### src/rtl/control_pkg.sv
// Shared definitions for the control sequencer: control-word field positions,
// fixed control words, phase encodings and opcode class codes.
package control_pkg;

  localparam int CW_W = 33;

  localparam int ALU_EN      = 32;
  localparam int B_SEL       = 31;
  localparam int FS_HI       = 30;
  localparam int FS_LO       = 26;
  localparam int REGB_EN     = 25;
  localparam int SA_HI       = 24;
  localparam int SA_LO       = 20;
  localparam int SB_HI       = 19;
  localparam int SB_LO       = 15;
  localparam int DA_HI       = 14;
  localparam int DA_LO       = 10;
  localparam int REG_WR      = 9;
  localparam int RAM_EN      = 8;
  localparam int RAM_WR      = 7;
  localparam int PC_EN       = 6;
  localparam int PC_FS_HI    = 5;
  localparam int PC_FS_LO    = 4;
  localparam int PC_IN_SEL   = 3;
  localparam int STATUS_LOAD = 2;
  localparam int NS_HI       = 1;
  localparam int NS_LO       = 0;

  // Instruction fetch: read RAM and increment the PC.
  localparam logic [CW_W-1:0] FETCH_CW = (CW_W'(1) << RAM_EN) | (CW_W'(1) << PC_FS_LO);
  localparam logic [CW_W-1:0] HALT_CW  = '0;

  typedef enum logic [1:0] {
    FETCH = 2'd0,
    EXEC  = 2'd1,
    HALT  = 2'd2
  } phase_t;

  localparam logic [2:0] CLS_ALU_REG = 3'd0;
  localparam logic [2:0] CLS_ALU_IMM = 3'd1;
  localparam logic [2:0] CLS_MEM     = 3'd2;
  localparam logic [2:0] CLS_BRANCH  = 3'd3;
  localparam logic [2:0] CLS_CBZ     = 3'd4;
  localparam logic [2:0] CLS_BCOND   = 3'd5;
  localparam logic [2:0] CLS_ILLEGAL = 3'd7;

endpackage

### src/rtl/opcode_classifier.sv
// Maps the instruction register to the decoder class that should drive the
// control word. Earlier matches win where opcode patterns overlap.
module opcode_classifier
  import control_pkg::*;
(
  input  logic [31:0] instruction,
  output logic [2:0]  decoder_select
);

  always_comb begin
    decoder_select = CLS_ILLEGAL;
    if (instruction[31:26] == 6'b000101)
      decoder_select = CLS_BRANCH;
    else if (instruction[31:25] == 7'b1011010)
      decoder_select = CLS_CBZ;
    else if (instruction[31:24] == 8'b01010100)
      decoder_select = CLS_BCOND;
    else if (instruction[31:23] == 9'b111110000)
      decoder_select = CLS_MEM;
    else if (instruction[28:26] == 3'b100)
      decoder_select = CLS_ALU_IMM;
    else if (instruction[27:25] == 3'b101)
      decoder_select = CLS_ALU_REG;
  end

endmodule

### src/rtl/control_sequencer.sv
// Multi-cycle FETCH/EXEC/HALT sequencer: owns IR, decoder state and status,
// stalls on mem_ready. Optional perf counters via `SEQ_PERF_COUNTERS_EN.
module control_sequencer
  import control_pkg::*;
#(
  parameter int WORD_WIDTH = 64,
  parameter int CW_WIDTH   = 33
) (
  input  logic                  clock,
  input  logic                  reset,
  input  logic [WORD_WIDTH-1:0] databus,
  input  logic                  mem_ready,
  input  logic [4:0]            alu_status,
  input  logic [CW_WIDTH-1:0]   decoded_controlword,
  input  logic [WORD_WIDTH-1:0] decoded_constant,
  output logic [31:0]           instruction,
  output logic [1:0]            state,
  output logic [4:0]            status,
  output logic [2:0]            decoder_select,
  output logic [CW_WIDTH-1:0]   controlword,
  output logic [WORD_WIDTH-1:0] constant,
  output logic                  halted
`ifdef SEQ_PERF_COUNTERS_EN
  ,
  output logic [31:0]           cycle_count,
  output logic [31:0]           retired_count
`endif
);

  phase_t      phase, phase_next;
  logic [31:0] ir;
  logic [1:0]  dec_state;
  logic [4:0]  status_reg;
  logic        load_ir, load_status, step_state;

  // Only the low word of the bus carries instructions.
  logic unused_bus_bits;
  assign unused_bus_bits = ^databus[WORD_WIDTH-1:32];

  opcode_classifier u_classifier (
    .instruction    (ir),
    .decoder_select (decoder_select)
  );

  assign instruction = ir;
  assign state       = dec_state;
  assign status      = status_reg;
  assign halted      = (phase == HALT);

  always_comb begin
    controlword = CW_WIDTH'(FETCH_CW);
    constant    = '0;
    phase_next  = phase;
    load_ir     = 1'b0;
    load_status = 1'b0;
    step_state  = 1'b0;
    case (phase)
      FETCH: begin
        if (mem_ready) begin
          load_ir    = 1'b1;
          phase_next = EXEC;
        end else begin
          controlword[PC_FS_HI:PC_FS_LO] = 2'b00;
        end
      end
      EXEC: begin
        if (decoder_select == CLS_ILLEGAL) begin
          controlword = CW_WIDTH'(HALT_CW);
          phase_next  = HALT;
        end else begin
          controlword = decoded_controlword;
          constant    = decoded_constant;
          // A pending memory access freezes every side effect of this step.
          if ((controlword[RAM_EN] || controlword[RAM_WR]) && !mem_ready) begin
            controlword[REG_WR]            = 1'b0;
            controlword[RAM_WR]            = 1'b0;
            controlword[STATUS_LOAD]       = 1'b0;
            controlword[PC_FS_HI:PC_FS_LO] = 2'b00;
          end else begin
            load_status = controlword[STATUS_LOAD];
            if (controlword[NS_HI:NS_LO] != 2'b00)
              step_state = 1'b1;
            else
              phase_next = FETCH;
          end
        end
      end
      HALT: begin
        controlword = CW_WIDTH'(HALT_CW);
      end
      default: begin
        controlword = CW_WIDTH'(HALT_CW);
        phase_next  = FETCH;
      end
    endcase
  end

  always_ff @(posedge clock or negedge reset) begin
    if (!reset) begin
      phase      <= FETCH;
      ir         <= '0;
      dec_state  <= '0;
      status_reg <= '0;
    end else begin
      phase <= phase_next;
      if (load_ir) begin
        ir        <= databus[31:0];
        dec_state <= 2'b00;
      end
      if (step_state)
        dec_state <= controlword[NS_HI:NS_LO];
      if (load_status)
        status_reg <= alu_status;
    end
  end

`ifdef SEQ_PERF_COUNTERS_EN
  logic retire;
  assign retire = (phase == EXEC) && (phase_next == FETCH);

  always_ff @(posedge clock or negedge reset) begin
    if (!reset) begin
      cycle_count   <= '0;
      retired_count <= '0;
    end else begin
      if (phase != HALT)
        cycle_count <= cycle_count + 32'd1;
      if (retire)
        retired_count <= retired_count + 32'd1;
    end
  end
`endif

endmodule

### config.mk
export PLATFORM = sky130hd
export DESIGN_NAME = control_sequencer
export DESIGN_NICKNAME = d
export VERILOG_FILES = /design/src/rtl/control_pkg.sv /design/src/rtl/opcode_classifier.sv /design/src/rtl/control_sequencer.sv
export SDC_FILE = /design/constraint.sdc
export NUM_CORES = 1
export LEC_CHECK = 0
export CORE_AREA = 2 2 119 121
export DETAILED_ROUTE_END_ITERATION = 16
export DIE_AREA = 0 0 121 123
export PLACE_DENSITY = 0.59
export SLEW_MARGIN = 20
export SYNTH_ARGS = -nofsm -noshare
export SYNTH_HDL_FRONTEND = slang
export SYNTH_SLANG_ARGS = --single-unit
### constraint.sdc
create_clock -name clock -period 6.65 [get_ports clock]
set_input_delay 1.33 -clock clock [delete_from_list [all_inputs] [get_ports clock]]
set_output_delay 1.33 -clock clock [all_outputs]
set_load 0.005 [all_outputs]
==> results of run 1 <==
## worst max-delay path: cells and delay by family
| family | cells | cell delay (ns) |
|---|---|---|
| AOI/OAI and AO/OA | 2 | 0.84 |
| buffers and inverters | 2 | 0.99 |
| and+or+nand+nor | 1 | 0.19 |
## cell type report
cell class,count,share of cell area
timing repair buffer,279,0.498
multi-input combinational,181,0.242
sequential,41,0.183
tap,180,0.0401
clock buffer,7,0.0254
clock inverter,1,0.00534
inverter,7,0.00467
antenna,5,0.00223
## worst paths after layout
path | end | slack, ns | from | cells after the start
hold / removal | instruction[9] | 0.51 | instruction[9] | 1
max in group asynchronous | status[4] | 5.14 | reset | 2
hold reg to reg | instruction[9] | 0.51 | instruction[9] | 1
setup reg to reg | phase[0] | 4.34 | instruction[26] | 5
min in group asynchronous | instruction[1] | 1.02 | reset | 1
setup / recovery | controlword[2] | 1.97 | decoded_controlword[7] | 5
## metal layers
layer	up-vias	track usage	wire, um
li1	1372	-	-
met1	1347	0.176	4660
met2	177	0.253	5520
met3	12	0.0895	1870
met4	4	0.0392	142
met5	-	0	26
## power by group through the flow
stage               clock, uW  sequential [uW]  combinational (uW)
finish                    282              478                 947
global route              305              497                1020
CTS                       292              481                 964
detailed placement          0              482                 960
global placement            0              475                 948
floorplan                   0              471                 347
## logic make-up after synthesis
family,Yosys count
buffers and inverters,22
AOI/OAI and AO/OA,25
muxes,32
and+or+nand+nor,124
DFF,41
## stage by stage
stage                     setup WS (ns)  cells
after global routing               1.86    697
after CTS                          1.94    695
after detailed placement           1.94    687
after global placement             2.00    687
final                              1.97    701
after floorplan                    3.04    244
## synth_stat cells (all sizes together) (3+ instances only)
library cell / count
and2: 91
dfrtp: 41
mux2: 31
buf: 9
inv: 7
nand2: 7
clkbuf: 6
o32ai: 6
and3: 5
nor2: 4
a21o: 3
nor2b: 3
==> key figures, run 1 <==
Status
  • Status: completed

Route
  • Vias/cell: 4.15
  • Post-route ant nets: 0
  • First drt pass iteration count: 4
  • Final WL: 12200 um
  • WL per Instance: 17.4 um
  • DR vias: 2912
  • DRC viols: 0
  • 1st-iter DRT viols: 74

Power and ir drop
  • Pwr per Cell Area: 304 mW/mm^2
  • Psw: 518 uW
  • Worst vdd ir: 213 uV
  • Total chip power: 1710 uW
  • Switching fraction of total power: 0.303
  • P_leak: 0.00221 uW
  • P_int: 1190 uW
  • Sequential power share: 0.280
  • Comb power frac: 0.555
  • Clk pwr share: 0.165

Logic synthesis
  • Yosys top cell by area: dfrtp_1
  • Synthesized instance count: 244
  • Post-Synthesis Net Count: 413
  • Seq cells post-synth: 41
  • Largest family of logic cells by synthesized area: simple AND/OR/NAND/NOR gates
  • Post-synth EDFFs: 0
  • Post-synthesis cell area: 0.00248 sq mm
  • Xor-xnor portion of the synthesized cell area: 0
  • Yosys top cell area share: 0.414
  • Multiplexer area fraction after synthesis: 0.145
  • Async set-reset flop share out of synthesis: 1.00
  • Synth cell types: 40
  • Register area share after synthesis: 0.414
  • Compound-Gate Fraction of Synth Area: 0.0879
  • Avg Cell Area, Syn: 10.1 sq um
  • Post-synth top flop: dfrtp_1
  • Synth Area in Simple Gates: 0.313
  • Yosys Warn Count: 0
  • Post-Synth Adder-Cell Area: 0
  • Leading post-synthesis cells by cell area: dfrtp_1 (41%), and2_1 (23%), mux2_2 (14%), o32ai_1 (1.8%), and3_1 (1.3%)

Finish
  • Commonest non-fill, non-tap cell in the layout: clkdlybuf4s50_1
  • Footprint of the multi-input gates: 0.00136 sq mm
  • Max reg flops: 32
  • Layout area overhead: 127%
  • Post-route cell area: 0.00562 sq mm
  • # fillers: 1319
  • Finished Core Util: 0.413
  • Seq. cell area: 0.00103 sq mm
  • Most frequent cells in the layout: clkdlybuf4s50_1 (275), and2_1 (91), dfrtp_1 (41), mux2_2 (31)
  • Nets: 684
  • Layout cells sized above 1: 0.0969

Timing
  • Max_slew headroom: 0.465
  • Unrepaired setup endpoints after global routing: false
  • Clk_skew: 0.00464 ns
  • WHS: 0.506 ns
  • Hold Fails Final Rpt: 0
  • Post-layout minimum cycle time: 4.68 ns
  • Setup TNS Final: 0 ns
  • Final Setup Violations: 0
  • Fmax: 214 MHz
  • Least-Margin Pin Slew: 0.790 ns
  • Final period util: 0.704
  • Slew Viols, Final: 0

Global route
  • Initial antenna violation count: 6
  • Total track usage: 0.156
  • First-pass GRT wire length: 17200 um
  • GRT overflow: 0
  • Vias in the first global route: 2893
  • Largest net degree at the start of global routing: 96

Critical path
  • Critical Path Start Type: input port
  • Slowest stage cell, crit path: clkdlybuf4s50_1
  • WP data required: 5.32 ns
  • Most common cell on crit path: clkdlybuf4s50_1
  • CP Data Arrival Time: 3.35 ns
  • CP Max Fanout: 7
  • Crit end category: primary output
  • Max stage delay on crit path: 0.53 ns
  • Worst-path cell chain: clkdlybuf4s50_1 -> o21bai_1 -> o311ai_1 -> nor2_1 -> clkdlybuf4s50_1
  • Critical path type: in2out

Clocking
  • TritonCTS Sinks: 41
  • Max Buffers Root-to-Sink: 2
  • Worst-skew pair later-pin latency: 0.28 ns
  • Number of hold buffers added after CTS: 0
  • Clock root cell: clkbuf_16
  • Clock slew at reported path FFs: 0.06 ns
  • Setup Fix Bufs, Post-CTS: 0
  • # H-tree levels: 2
  • TritonCTS Buffers: 5
  • Post-cts gate resize count: 0
  • CTS tree: built

Floorplan
  • Initial Utilization: 0.182
  • I/O pin cnt: 309
  • Core outline area: 0.0136 sq mm
  • Chip height: 123 um
  • Die W: 121 um
  • Rows: 43
  • Die area: 0.0149 sq mm

Placement
  • Placed Area: 0.00541 sq mm
  • HPWL Detailed: 10500 um
  • Placer congestion estimate: 0.841
  • Port Buf Inserts: 276

Run
  • MaxCap Viol Count: 0

Min path
  • HP Class: reg2reg
No activity file was read; power rests on OpenSTA's default activity.
==> run 2, diff against run 1 <==
- CORE_AREA: 2 2 119 121 -> 2 2 121 123
- DIE_AREA: 0 0 121 123 -> 0 0 123 125
- PLACE_DENSITY: 0.59 -> 0.6
- clock period: 6.65 -> 3.9 ns (I/O delays scaled with it)
==> run 2 against run 1 <==
Net effect: die area is 3.3% higher; setup slack worse by 1.7 ns; final area is 0.13% higher; largest cell class unchanged.
==> key figures, run 2 (synthesis results as in run 1) <==
Clocking
  • Number of hold buffers added after CTS: 0 (unchanged)
  • Max Buffers Root-to-Sink: 2 (unchanged)
  • TritonCTS Sinks: 41 (unchanged)
  • TritonCTS Buffers: 5 (unchanged)
  • Post-cts gate resize count: 0 (unchanged)
  • Clock root cell: clkbuf_16
  • Setup Fix Bufs, Post-CTS: 0 (unchanged)
  • CTS tree: built
  • Clock slew at reported path FFs: 0.06 ns (about the same)
  • Worst-skew pair later-pin latency: 0.28 ns (about the same)
  • # H-tree levels: 2 (unchanged)

Route
  • Post-route ant nets: 0 (unchanged)
  • 1st-iter DRT viols: 96 (+30%)
  • First drt pass iteration count: 4 (unchanged)
  • WL per Instance: 15.8 um (-9.4%)
  • DR vias: 2849 (-2.2%)
  • Final WL: 11100 um (-9.1%)
  • Vias/cell: 4.05 (-2.4%)
  • DRC viols: 0 (unchanged)

Power and ir drop
  • Total chip power: 2920 uW (+71%)
  • Pwr per Cell Area: 518 mW/mm^2 (+71%)
  • Switching fraction of total power: 0.298 (-0.00544)
  • Comb power frac: 0.560 (+0.005)
  • Sequential power share: 0.276 (-0.004)
  • P_leak: 0.00223 uW (+0.48%)
  • Clk pwr share: 0.164 (about the same)
  • Psw: 868 uW (+68%)
  • P_int: 2050 uW (+72%)
  • Worst vdd ir: 423 uV (+98%)

Floorplan
  • Initial Utilization: 0.174 (-0.00758)
  • Chip height: 125 um (+1.6%)
  • Die area: 0.0154 sq mm (+3.3%)
  • I/O pin cnt: 309 (unchanged)
  • Rows: 44 (+2.3%)
  • Core outline area: 0.0142 sq mm (+4.3%)
  • Die W: 123 um (+1.7%)

Run
  • MaxCap Viol Count: 0 (unchanged)

Finish
  • Max reg flops: 32 (unchanged)
  • Layout cells sized above 1: 0.102 (+0.00522)
  • Nets: 687 (+0.44%)
  • Ant. Diodes: 0 (-5)
  • Commonest non-fill, non-tap cell in the layout: clkdlybuf4s50_1
  • # fillers: 1397 (+5.9%)
  • Finished Core Util: 0.396 (-0.0167)
  • Most frequent cells in the layout: clkdlybuf4s50_1 (275), and2_1 (91), dfrtp_1 (41), mux2_2 (31)
  • Layout area overhead: 127%
  • Final Non-Filler Cells: 703 (+0.29%)

Timing
  • Final Setup Violations: 0 (unchanged)
  • Least-Margin Pin Slew: 0.942 ns (+0.152 ns)
  • Unrepaired setup endpoints after global routing: false
  • Setup TNS Final: 0 ns (unchanged)
  • Hold Fails Final Rpt: 0 (unchanged)
  • Fmax: 275 MHz
  • Final period util: 0.934
  • Clk_skew: 0.00226 ns (-0.00238 ns)
  • Post-layout minimum cycle time: 3.64 ns
  • Max_slew headroom: 0.372 (-0.0933)
  • WHS: 0.503 ns (-0.00354 ns)
  • Slew Viols, Final: 0 (unchanged)

Global route
  • Vias in the first global route: 2900 (+0.24%)
  • Total track usage: 0.136 (-0.0196)
  • Largest net degree at the start of global routing: 56 (-42%)
  • Initial antenna violation count: 0 (-6)
  • First-pass GRT wire length: 16000 um (-6.9%)
  • GRT overflow: 0 (unchanged)

Critical path
  • Critical path type: reg2out
  • CP Max Fanout: 55 (+48)
  • WP data required: 3.12 ns (-2.20 ns)
  • CP Data Arrival Time: 2.86 ns (-0.49 ns)
  • Worst Reg2Reg Path Length in Cells: 5 (unchanged)
  • Crit end category: primary output
  • Critical Path Start Type: flip-flop

Placement
  • HPWL Detailed: 9620 um (-8.5%)
  • Cells after DPL: 695 (+1.2%)
  • Placer congestion estimate: 0.874 (+3.9%)
  • Port Buf Inserts: 276 (unchanged)

Min path
  • HP Class: reg2reg
  • Hold Path Cell Cnt: 1 (unchanged)

Status
  • Status: completed
==> run 2: final cells by class <==
class	count	area (sq um)	area share
multi-input cells	181	1360	0.241
flip-flops and latches	41	1030	0.182
clock inverters	1	30.0	0.00534
well taps	184	230	0.0409
clock buffers	7	143	0.0253
inverters	7	26.3	0.00467
repair buffers	282	2820	0.500
==> run 2: worst paths after layout <==
kind	start	endpoint	slack [ns]
max	instruction[31]	controlword[9]	0.26
min	instruction[15]	instruction[15]	0.50
min reg2reg	instruction[15]	instruction[15]	0.50
min in group asynchronous	reset	instruction[7]	0.64
max reg2reg	instruction[27]	status[1]	1.71
max in group asynchronous	reset	instruction[13]	2.67
==> run 2: critical path, cell delays in order (launching register included) <==
cell and delay, ns:
dfrtp_1 0.45, or4b_4 0.56, a21oi_4 0.23, o31a_2 0.38, buf_12 0.24, and3_1 0.20
clkdlybuf4s50_1 0.51
==> run 2: metal layers <==
| metal | up-vias | GRT usage | part of all wire |
|---|---|---|---|
| met4 | 0 | 0.0354 | 0.015 |
| met5 | - | 0 | 0 |
| met2 | 151 | 0.266 | 0.54 |
| met1 | 1320 | 0.133 | 0.35 |
| li1 | 1368 | - | - |
| met3 | 10 | 0.0465 | 0.10 |
==> run 2: stage by stage <==
step | setup WS [ns] | cell area, sq um
3_3_place_gp | 0.552 | 5460
5_1_grt | 0.105 | 5630
2_1_floorplan | 1.35 | 2480
4_1_cts | 0.217 | 5630
6_report | 0.259 | 5630
3_5_place_dp | 0.529 | 5460
==> run 2: power by group through the flow <==
stage	registers [uW]	clock network (uW)	logic (uW)
after detailed placement	811	0	1660
after CTS	807	496	1670
final	805	477	1630
after floorplan	803	0	592
after global routing	839	516	1770
after global placement	803	0	1640
